==> src/rtl/ncpu32k_burst_arbiter.sv <==
// ncpu32k_burst_arbiter: grants one of NR requesters a shared valid/ready channel for a whole burst.
// Grant is registered (1-cycle arbitration latency); payload/ready steering is combinational from it.
// Optional macro NCPU_BURST_ARB_RR_EN replaces fixed priority (bit 0 highest) with round-robin.

module ncpu32k_priority_onehot #(
  parameter int DW            = 4,
  parameter bit POLARITY_DIN  = 1'b1,
  parameter bit POLARITY_DOUT = 1'b1
) (
  input  logic [DW-1:0] din,
  output logic [DW-1:0] dout
);
  logic [DW-1:0] act;
  logic [DW-1:0] pick;

  // Isolate the lowest-index active bit (bit 0 wins).
  always_comb begin
    act  = POLARITY_DIN ? din : ~din;
    pick = act & (~act + DW'(1));
    dout = POLARITY_DOUT ? pick : ~pick;
  end
endmodule

module ncpu32k_burst_arbiter #(
  parameter int NR  = 4,
  parameter int DW  = 32,
  parameter int IDW = $clog2(NR)
) (
  input  logic             clk,
  input  logic             rst,
  input  logic [NR-1:0]    req_valid,
  input  logic [NR*DW-1:0] req_data,
  input  logic [NR-1:0]    req_last,
  output logic [NR-1:0]    req_ready,
  output logic             out_valid,
  output logic [DW-1:0]    out_data,
  output logic             out_last,
  output logic [IDW-1:0]   out_id,
  input  logic             out_ready,
  output logic [NR-1:0]    grant
);
  localparam logic [0:0] S_IDLE = 1'b0;
  localparam logic [0:0] S_BUSY = 1'b1;

  logic [NR-1:0] grant_r;
  logic [NR-1:0] pick;
  logic [0:0]    state;
  logic          burst_end;

  // The state is implied by the grant register: any set bit means a burst owns the channel.
  assign state     = (|grant_r) ? S_BUSY : S_IDLE;
  assign grant     = grant_r;
  assign burst_end = (state == S_BUSY) & out_valid & out_ready & out_last;

`ifdef NCPU_BURST_ARB_RR_EN
  logic [IDW-1:0] rr_ptr;
  logic [NR-1:0]  masked;
  logic [NR-1:0]  pick_masked;
  logic [NR-1:0]  pick_unmasked;

  // Only requesters above the last winner compete first, so everyone gets a turn.
  always_comb begin
    masked = '0;
    for (int i = 0; i < NR; i++) begin
      if (i > int'(rr_ptr)) masked[i] = req_valid[i];
    end
  end

  ncpu32k_priority_onehot #(.DW(NR), .POLARITY_DIN(1'b1), .POLARITY_DOUT(1'b1)) u_pick_masked (
    .din  (masked),
    .dout (pick_masked)
  );

  ncpu32k_priority_onehot #(.DW(NR), .POLARITY_DIN(1'b1), .POLARITY_DOUT(1'b1)) u_pick_unmasked (
    .din  (req_valid),
    .dout (pick_unmasked)
  );

  assign pick = (|masked) ? pick_masked : pick_unmasked;

  // Remember the winner of each finished burst as the round-robin origin.
  always_ff @(posedge clk or posedge rst) begin
    if (rst)            rr_ptr <= '0;
    else if (burst_end) rr_ptr <= out_id;
  end
`else
  ncpu32k_priority_onehot #(.DW(NR), .POLARITY_DIN(1'b1), .POLARITY_DOUT(1'b1)) u_pick (
    .din  (req_valid),
    .dout (pick)
  );
`endif

  // Grant register: load the pick only from IDLE, clear on the beat carrying last.
  always_ff @(posedge clk or posedge rst) begin
    if (rst)                   grant_r <= '0;
    else if (state == S_IDLE)  grant_r <= pick;
    else if (burst_end)        grant_r <= '0;
  end

  // Steer the winner's beat downstream and the downstream ready back to the winner only.
  always_comb begin
    out_valid = 1'b0;
    out_data  = '0;
    out_last  = 1'b0;
    out_id    = '0;
    for (int i = 0; i < NR; i++) begin
      if (grant_r[i]) begin
        out_valid = req_valid[i];
        out_data  = req_data[i*DW +: DW];
        out_last  = req_last[i];
        out_id    = IDW'(i);
      end
    end
    req_ready = grant_r & {NR{out_ready}};
  end
endmodule

==> config.mk <==
export PLATFORM = sky130hd
export DESIGN_NAME = ncpu32k_burst_arbiter
export DESIGN_NICKNAME = d
export VERILOG_FILES = /design/src/rtl/ncpu32k_burst_arbiter.sv
export SDC_FILE = /design/constraint.sdc
export NUM_CORES = 1
export LEC_CHECK = 0
export BUFFER_PORTS_ARGS = -buffer_cell sky130_fd_sc_hd__buf_2
export CAP_MARGIN = 20
export CORE_MARGIN = 5
export CORE_UTILIZATION = 30
export CTS_CLUSTER_DIAMETER = 200
export DETAILED_ROUTE_END_ITERATION = 8
export PLACE_DENSITY = 0.83
export SYNTH_ARGS = -nofsm -noshare
export SYNTH_HDL_FRONTEND = slang
export SYNTH_SLANG_ARGS = --single-unit
==> constraint.sdc <==
create_clock -name clk -period 2.8 [get_ports clk]
set_clock_uncertainty 0.1 [all_clocks]
set_input_delay 0.56 -clock clk [delete_from_list [all_inputs] [get_ports clk]]
set_output_delay 0.56 -clock clk [all_outputs]
set_load 0.005 [all_outputs]
# Word level (Yosys, flattened, before mapping)
# Cells that the tools add are included.
# Widths: inputs -> output; s select.
[classes] n_addsub=1 eq_ne=1 muxes=18 bitwise_logic=6 n_reduce_logical=1
[op_table] operator="$mux 32" count=4
[op_table] operator="$mux 1" count=10
[op_table] operator="$and 4x4->4" count=2
[op_table] operator="$mux 4" count=2
[op_table] operator="$add 4x1->4 const B" count=1
[op_table] operator="$mux 2" count=2
[op_table] operator="$not 4->4" count=1
[op_table] operator="$reduce_or 4->1" count=1
[op_table] operator="$and 1x1->1" count=3
[op_table] operator="$ne 2x1->1 const B" count=1
[word_totals] ff_bits=4 input_bits=139

# Depth between registers and ports, before layout
[logic_depth] word_depth=9 ltp_mapped=7 depth_no_buf=4

# By module
# A second synthesis with hierarchy kept.
[unflattened] cells_unflattened=191 hier_area_um2=1256.2
[by_module_without_submodules] module="ncpu32k_burst_arbiter" instances=1 cells_per_inst=187 area_each_um2=1219.9 seq_area_each_um2=100.1
[by_module_without_submodules] module="ncpu32k_priority_onehot" instances=1 cells_per_inst=4 area_each_um2=36.3 seq_area_each_um2=0.0

# Worst setup path before layout
# OpenSTA, ideal clock, no wires.
[synth_path] kind="flip-flop to output port" from="register grant_r[1], in the netlist grant[1]" to="output port out_data[10]" arrival_time_ns=1.410 required_time_ns=2.140 setup_slack_ns=0.730 stages_incl_launch_ff=8 n_path_buf=3 path_cell_list="dfrtp_1 > buf_2 > nor2b_1 > clkbuf_1 > buf_2 > a22oi_1 > nor2_1 > a221o_1"
[synth_between] elab_chain_cells=3
[synth_lines] element="start: declaration" line_no="45" source="logic [NR-1:0] grant_r;"
[synth_lines] element="start signal: assignment" line_no="96" source="else if (state == S_IDLE) grant_r <= pick;"
[synth_lines] element="$mux 32 (3 in series)" line_no="107" source="if (grant_r[i]) begin"
[synth_lines] element="end: declaration" line_no="36" source="output logic [DW-1:0] out_data,"
# No other way between the ends.

# Worst setup path in the final report
[layout_path] from="register grant_r[2], in the netlist grant[2]" to="output port out_data[5]"
[layout_between] elab_chain_cells=2
[layout_lines] element="$mux 32 (2 in series)" line_no="107"
# No other way between the ends.

==> summary.txt <==
Status
  • Outcome: finished clean

Critical path
  • CP bufs+invs: 2
  • CP max stage delay: 0.47 ns
  • WP data arrival: 1.89 ns
  • CP Launch Type: flip-flop
  • Slowest cell on the critical path: nor2b_2
  • Crit path capture type: output port
  • Delay-heaviest family, CP: simple AND/OR/NAND/NOR gates
  • Worst EP required: 2.14 ns
  • CP Cell Sequence: nor2b_2 > buf_4 > a22oi_1 > nor2_1 > a221o_1 > buf_2
  • Worst Path Max Fanout: 20
  • Worst Setup Path Type: flip-flop to output port

Power
  • Pwr/cell area: 986 mW/mm²
  • Clock share of power: 0.063
  • Sw Ratio: 0.472
  • Gate power share: 0.884
  • Sequential power share: 0.053
  • VDD IR max: 0.000358 V
  • Internal power: 1.09 mW
  • Switch Pwr: 0.971 mW
  • Leak: 1.24 nW

Floorplanning
  • DIE AREA: 0.00497 mm²
  • # IOs: 183
  • Die X: 70.5 µm
  • FP Rows: 22
  • DIE HEIGHT: 70.5 µm
  • Initial Utilization: 0.304
  • Core area: 0.00361 mm²

Placed design
  • GPL Wtd Cong: 0.933
  • Post-DP HPWL: 4920 µm
  • Post-DP Area: 0.00204 mm²
  • Port Buffers: 182

GRT
  • Largest net degree at the start of global routing: 42
  • Global route overflow: 0
  • M3 GR Usage: 0.0432
  • First-pass GRT wire length: 8630 µm
  • GRT Util Overall: 0.212
  • Number of global-route vias before repair: 2041
  • GRT busiest layer: met2
  • M1 GR Usage: 0.219
  • Initial antenna violation count: 1
  • Met2 Use GR: 0.394

Yosys
  • Yosys reg bits: 4
  • Yosys warnings: 0
  • Cell Area, Synth: 0.00110 mm²
  • Average size of a mapped cell: 7.03 µm²
  • Yosys cell types: 25
  • Synth Net Count: 295
  • Synthesized instance count: 156
  • Sequential area share after synthesis: 0.0912

STA
  • Setup TNS Final: 0 ns
  • Worst Max-Slew Pin Slew: 0.561 ns
  • Final hold vios: 0
  • Period utilisation layout: 0.912
  • Max Clock Freq: 392 MHz
  • Minimum clock period: 2.55 ns
  • Max-slew headroom: 0.625
  • Setup Viol. Count Final: 0
  • WHS: 0.122 ns
  • RSZ-0062 raised after global routing: false
  • Slew Limit Fails: 0

Clocking
  • Worst-case clock buffer depth: 2
  • Clock sink count: 4
  • Cts repair resizes: 0
  • Worst-Skew Late Latency: 0.22 ns
  • H-tree levels: 1
  • CTS Root Cell: clkbuf_8
  • Worst-path clk slew: 0.03 ns
  • Total CTS buffers: 3
  • Hold buffer count at CTS: 0
  • Buffer count from post-CTS setup fixing: 0
  • CTS tree: built

Layout
  • Synthesis-to-layout area growth: 90.2%
  • Filler cell count: 345
  • Final #Nets: 469
  • Design area: 0.00209 mm²
  • Max reg flops: 4
  • Ratio of cells with drive above 1 in the final layout: 0.599

Routing
  • Routed vias: 2063
  • Routed wire length: 5900 µm
  • Drt drc: 0
  • Routed Antenna Nets: 0
  • 1st-iter DRT viols: 106
  • Avg Vias per Cell: 5.46
  • WL/cell: 15.6 µm
  • Pre-antenna DRT Iters: 4

Flow run
  • Max-cap viol count: 0

Hold path
  • Hold Crit Class: input pin to async pin
per-layer routing:
metal	wire length (µm)	up-vias
li1	-	978
met1	2010	942
met2	3050	131
met3	636	12
met4	201	0
met5	0	-
layout by cell type (no fill, tap or decap), types with 2 or more instances in the layout:
cell      netlist  layout
and3b_1         2       2
inv_1           5       5
dfrtp_1         4       3
nand2_1         4       4
buf_4           0       7
nor2_1         34      34
a22oi_1        32      32
and2_1          4       4
a21oi_1         6       6
a221o_1        32      32
buf_2           8     182
clkbuf_8        0       3
stage by stage:
step	power [mW]	setup WS, ns	utilization	instances
final	2.06	0.247	0.579	378
after global routing	2.27	0.117	0.579	378
after CTS	2.08	0.240	0.578	377
after detailed placement	1.94	0.473	0.566	373
after global placement	1.92	0.507	0.566	373
after floorplan	1.24	0.730	-	156
power groups by stage:
stage | sequential (mW) | combinational [mW] | clock, mW
after floorplan | 0.107 | 1.13 | 0
after global placement | 0.109 | 1.81 | 0
after detailed placement | 0.111 | 1.83 | 0
after CTS | 0.110 | 1.84 | 0.132
after global routing | 0.115 | 2.01 | 0.140
final | 0.108 | 1.82 | 0.130
cells by family after synthesis:
kind of cell | after synthesis | synth area share
AND/OR/NAND/NOR | 51 | 0.223
buffers and inverters | 25 | 0.0947
multiplexers | 1 | 0.00912
AO/OA/AOI/OAI | 75 | 0.582
flip-flops | 4 | 0.0912
cell type report:
cell class                      count  area, µm²  area share
Multi-Input combinational cell    127        896       0.429
Tap cell                           48       60.1      0.0288
Timing Repair Buffer              189        963       0.462
Inverter                            5       18.8     0.00899
Sequential cell                     4        101      0.0486
Antenna cell                        1       2.50     0.00120
Clock buffer                        4       45.0      0.0216
synthesized netlist by cell type, drive strengths merged:
| master | number | area share |
|---|---|---|
| mux2i | 1 | 0.0091 |
| a31oi | 1 | 0.0057 |
| a22o | 1 | 0.0080 |
| a22oi | 32 | 0.22 |
| a221oi | 1 | 0.014 |
| a221o | 32 | 0.29 |
| buf | 10 | 0.043 |
| o31ai | 1 | 0.0068 |
| nand2b | 1 | 0.0057 |
| nor2 | 34 | 0.12 |
| a32o | 1 | 0.0091 |
| nand3 | 1 | 0.0046 |
| nand2 | 4 | 0.014 |
| a21oi | 6 | 0.027 |
| inv | 5 | 0.017 |
| nor2b | 1 | 0.0057 |
| clkbuf | 10 | 0.034 |
| nand3b | 1 | 0.0068 |
| and2 | 4 | 0.023 |
| nor4b | 1 | 0.022 |
| nor3 | 1 | 0.0046 |
| or2 | 1 | 0.0057 |
| and3b | 2 | 0.016 |
| dfrtp | 4 | 0.091 |
final timing paths:
kind | startpoint | slack, ns | depth (start not counted) | endpoint
hold / removal | rst | 0.12 | 2 | grant[0]
max in group asynchronous | rst | 2.30 | 2 | grant[3]
setup / recovery | grant[2] | 0.25 | 6 | out_data[5]
setup reg to reg | grant[2] | 0.77 | 6 | grant[1]
min in group clk | req_valid[2] | 0.48 | 3 | grant[2]
hold reg to reg | grant[0] | 0.53 | 2 | grant[0]
No activity file was read; power rests on OpenSTA's default activity.
